==> config.mk <==
export PLATFORM = sky130hd
export DESIGN_NAME = ifu
export DESIGN_NICKNAME = d
export VERILOG_FILES = /design/src/rtl/ifu_pkg.sv /design/src/rtl/ifu.sv
export SDC_FILE = /design/constraint.sdc
export NUM_CORES = 1
export LEC_CHECK = 0
export BUFFER_PORTS_ARGS = -buffer_cell sky130_fd_sc_hd__buf_2
export CORE_AREA = 4 4 103 105
export DETAILED_ROUTE_END_ITERATION = 10
export DIE_AREA = 0 0 107 109
export PLACE_DENSITY = 0.79
export SYNTH_ARGS = -nofsm -noshare
export SYNTH_HDL_FRONTEND = slang
export SYNTH_SLANG_ARGS = --single-unit
==> constraint.sdc <==
create_clock -name clk -period 2.4 [get_ports clk]
set_input_delay 0 -clock clk [delete_from_list [all_inputs] [get_ports clk]]
set_output_delay 0 -clock clk [all_outputs]
set_load 0.02 [all_outputs]
==> src/rtl/ifu_pkg.sv <==
// Shared types and constants for the instruction fetch unit.
package ifu_pkg;

    typedef enum logic [1:0] {
        REQ  = 2'd0,
        WAIT = 2'd1,
        HOLD = 2'd2
    } ifu_state_t;

    localparam logic [31:0] IFU_RESET_PC = 32'h8000_0000;

    // Fetch addresses are always word aligned; low two bits are cleared.
    function automatic logic [31:0] align_pc(input logic [31:0] addr);
        return addr & 32'hFFFF_FFFC;
    endfunction

endpackage

==> src/rtl/ifu.sv <==
// Instruction fetch unit: one outstanding instruction-memory read, registered
// instruction/pc to decode, redirect handling with stale-response squash.
//
//  state | meaning
//  ------+-----------------------------------------------------------
//  REQ   | request at fpc presented, waiting for memory to accept it
//  WAIT  | request outstanding, waiting for the response (drop = discard it)
//  HOLD  | fetched instruction held for decode until consumed or redirected
module ifu
    import ifu_pkg::*;
#(
    parameter logic [31:0] RESET_PC = IFU_RESET_PC
) (
    input  logic        clk,
    input  logic        rst,
    output logic        req_valid,
    output logic [31:0] req_addr,
    input  logic        req_ready,
    input  logic        rsp_valid,
    input  logic [31:0] rsp_data,
    input  logic        rsp_err,
    output logic        rsp_ready,
    output logic        inst_valid,
    output logic [31:0] inst,
    output logic [31:0] pc,
    output logic        inst_err,
    input  logic        inst_ready,
    input  logic        redirect_valid,
    input  logic [31:0] redirect_pc
);

    ifu_state_t  state, state_nxt;
    logic [31:0] fpc, fpc_nxt;
    logic        drop, drop_nxt;
    logic        inst_valid_nxt;
    logic [31:0] inst_nxt, pc_nxt;
    logic        inst_err_nxt;
    logic [31:0] redirect_target;

    assign redirect_target = align_pc(redirect_pc);

    assign req_valid = (state == REQ);
    assign req_addr  = fpc;
    assign rsp_ready = (state == WAIT);

    always_ff @(posedge clk or negedge rst) begin
        if (!rst) begin
            state      <= REQ;
            fpc        <= align_pc(RESET_PC);
            drop       <= 1'b0;
            inst_valid <= 1'b0;
            inst       <= '0;
            pc         <= '0;
            inst_err   <= 1'b0;
        end else begin
            state      <= state_nxt;
            fpc        <= fpc_nxt;
            drop       <= drop_nxt;
            inst_valid <= inst_valid_nxt;
            inst       <= inst_nxt;
            pc         <= pc_nxt;
            inst_err   <= inst_err_nxt;
        end
    end

    always_comb begin
        state_nxt      = state;
        fpc_nxt        = fpc;
        drop_nxt       = drop;
        inst_valid_nxt = inst_valid;
        inst_nxt       = inst;
        pc_nxt         = pc;
        inst_err_nxt   = inst_err;

        case (state)
            REQ: begin
                if (redirect_valid) begin
                    fpc_nxt = redirect_target;
                end
                if (req_ready) begin
                    // A redirect on the accept cycle leaves the old-address
                    // request in flight; its response must be thrown away.
                    drop_nxt  = redirect_valid;
                    state_nxt = WAIT;
                end
            end
            WAIT: begin
                if (redirect_valid) begin
                    fpc_nxt = redirect_target;
                    if (rsp_valid) begin
                        drop_nxt  = 1'b0;
                        state_nxt = REQ;
                    end else begin
                        drop_nxt = 1'b1;
                    end
                end else if (rsp_valid) begin
                    if (drop) begin
                        drop_nxt  = 1'b0;
                        state_nxt = REQ;
                    end else begin
                        inst_nxt       = rsp_err ? 32'h0 : rsp_data;
                        inst_err_nxt   = rsp_err;
                        pc_nxt         = fpc;
                        inst_valid_nxt = 1'b1;
                        fpc_nxt        = fpc + 32'd4;
                        state_nxt      = HOLD;
                    end
                end
            end
            HOLD: begin
                if (redirect_valid) begin
                    inst_valid_nxt = 1'b0;
                    fpc_nxt        = redirect_target;
                    state_nxt      = REQ;
                end else if (inst_ready) begin
                    inst_valid_nxt = 1'b0;
                    state_nxt      = REQ;
                end
            end
            default: begin
                state_nxt = REQ;
            end
        endcase
    end

endmodule

==> results.cfg <==
[placement]
io_buffer_count = 164
place.gp.congestion = 0.8946
dp_cells = 811
hpwl_um = 9666
dpl_cell_area_mm2 = 0.005717

[grt]
grt_pass1_vias = 4775
grt_first_pass_wirelength_um = 23980
grt_overflow_total = 0
antenna_found_initial = 0
grt_max_degree = 98
track_usage_pct = 25.66

[timing]
fmax_mhz = 483.2
finalCriticalPeriod_ps = 2070
finalCritPeriodShare_pct = 86.23
hold_viol = 0
setup_tns_ps = 0
rsz0062_at_grt = false
setup_viol = 0
skew_ps = 12.34
slew_viol_final = 0
tightestPinTransition_ps = 603.3
relSlewSlack_pct = 59.47

[power_and_ir_drop]
internal_power_mw = 3.740
ir_worst_vdd_uv = 445.5
power.leakage_nw = 3.277
p_total_mw = 6.709
clkPwrFrac_pct = 16.0
power_density_mw_per_mm2 = 1032
power_switching_mw = 2.969
pwr-share-comb_pct = 42.0
power.share.switching_pct = 44.26
seqPwrFrac_pct = 42.0

[route]
vias = 4935
drtIter0Drc = 638
wl_per_cell_um = 16.82
detail-route-antenna-nets = 0
route.met3.wl_um = 1193
vias_per_cell = 5.570
top_layer = met4
wl_met2_um = 7172
drc = 0
first_pass_iters = 6
wirelength_met1_um = 6286
routed_wl_um = 14910

[floorplanning]
initial_core_util_pct = 48.96
die_area_mm2 = 0.01166
ioPinCount = 171
core_mm2 = 0.009639
rows = 36
die_w_um = 107
die-height_um = 109

[cells_and_area]
nFillCells = 760
final_area_mm2 = 0.006502
diodes = 0
syn2layout_area_growth_pct = 37.78
instances_no_fill = 886
nets = 820
drive_gt1_share_pct = 27.62

[logic_synthesis]
synthFlopType = dfrtp_1
yosys.area.top_type = dfrtp_1
avgSynthCellArea_um2 = 8.855
ys_ff_latch = 97
synth_cell_types = 57
synth_warnings = 0
yosysTopAreaCellShare_pct = 50.90
syn_inst = 533
async_flop_share_pct = 100.0
synth_area_mm2 = 0.004720
synth_edf_count = 0
ys_seq_area_share_pct = 51.46
synth_top_cells_by_area = dfrtp_1 (51%), nand2_1 (14%), nand3b_1 (5.2%)

[clock_network]
cts_setup_buffers = 0
h-tree-depth = 3
cts_resized = 0
holdBufCountCts = 59
clock_sinks = 97
clk_path_buf_depth = 2
clkTransAtPathRegs_ps = 100
clkLatencyLatePin_ps = 360
tritoncts = built
numCtsBuffers = 9
ctsRootBufferMaster = clkbuf_8

[worst_setup_path]
path_max_fanout = 7
end_kind = flip-flop
r2r_slack_ps = 330
r2r-start = req_addr[2]
worstSetupStartpointType = flip-flop
cp.arrival_ps = 2370
r2r_cells = 5
crit_type = reg2reg
timing.rr.end = req_addr[20]
cp.required_ps = 2700

[hold_path]
hold_end = req_addr[18]
hold_depth = 3
hold_start = redirect_pc[18]
hold_path.class = in2reg

[flow_run]
drv_cap = 0

[outcome]
status = completed
cell usage after synthesis (2+ instances only):
cell type / n
nand3_1: 15
buf_2: 2
nor2_1: 20
a31oi_1: 4
nor3b_1: 2
a22oi_1: 3
a311oi_1: 5
nor3_1: 11
inv_1: 7
a211o_1: 2
nand3b_1: 33
a32oi_1: 4
o211ai_1: 4
o31ai_1: 2
o21ai_0: 13
mux2i_1: 4
nor4_1: 7
a21oi_1: 17
clkbuf_1: 27
and3_1: 3
o22ai_1: 7
nand2_1: 173
dfrtp_1: 96
buf_1: 4
a2bb2oi_1: 5
o32ai_1: 8
and2_1: 4
buf_4: 5
a211oi_1: 9
nand4_1: 8
and4_1: 2
or3_1: 2
worst max-delay path: stages (launching register included):
cell,delay (ps)
dfrtp_1,450
ha_1,230
nand3_1,130
or4_4,580
or4b_1,530
nand3_1,90
worst max-delay path by stage:
stage                     cells after the start           end  slack, ps   startpoint
final                                         5  req_addr[20]        330  req_addr[2]
after global routing                          7  req_addr[28]        180  req_addr[2]
after CTS                                     5  req_addr[20]        340  req_addr[2]
after detailed placement                      5  req_addr[20]        370  req_addr[2]
after global placement                        5  req_addr[20]        400  req_addr[2]
after floorplan                               5  req_addr[20]        260  req_addr[2]
placed cells by master (no fill, tap or decap), types with 13 or more instances in the layout:
master and n:
nor2_1 20, dlygate4sd3_1 59, buf_2 163, o21ai_0 13, dfrtp_1 96, nand2_1 173, a21oi_1 17, nand3b_1 33
nand3_1 14, buf_4 16
stage by stage:
step | setup slack (ps) | util (%) | hold WS [ps]
floorplan | 259.0 | - | -295.6
global placement | 401.9 | 59.31 | 92.76
detailed placement | 373.9 | 59.31 | 104.4
CTS | 335.7 | 67.46 | 15.99
global route | 182.9 | 67.46 | 35.77
finish | 330.4 | 67.46 | 25.15
logic make-up after synthesis:
logic type               count (synthesis)  share of synthesized area, %
AO/OA/AOI/OAI                           94                         14.00
adder cells (fa/ha/maj)                  1                        0.2651
buffers and inverters                   47                         4.215
flip-flops                              97                         51.46
multiplexers                             4                        0.8484
other                                    1                       0.07946
AND/OR/NAND/NOR                        289                         29.14
per-layer routing:
layer  vias to the layer above  global-route usage, %
met4                         0                  8.311
li1                       2291                      -
met1                      2373                  34.17
met3                        27                  4.618
met5                         -                      0
met2                       244                  42.85
power groups by stage:
stage	clock network (mW)	registers [mW]	logic [mW]
global placement	0	2.78	2.67
floorplan	0	3.52	0.925
detailed placement	0	2.84	2.73
finish	1.07	2.82	2.82
CTS	1.10	2.80	2.81
global route	1.16	2.91	3.07
registers in the layout, summed over array words and instances, names as in the netlist:
| signal | cells |
|---|---|
| inst | 32 |
| inst_err | 1 |
| inst_valid | 1 |
| pc | 30 |
| drop | 1 |
| req_addr | 30 |
| state | 2 |
area by class of cell:
type                       count  area [um^2]  area share (%)
clock inverter                 6        57.56          0.8851
clock buffer                  10        137.6           2.117
inverter                       8        30.03          0.4618
tap                          133        166.4           2.559
multi-input combinational    392         2116           32.54
timing repair buffer         240         1567           24.09
sequential                    97         2429           37.35
Power figures use the tool's default switching activity.
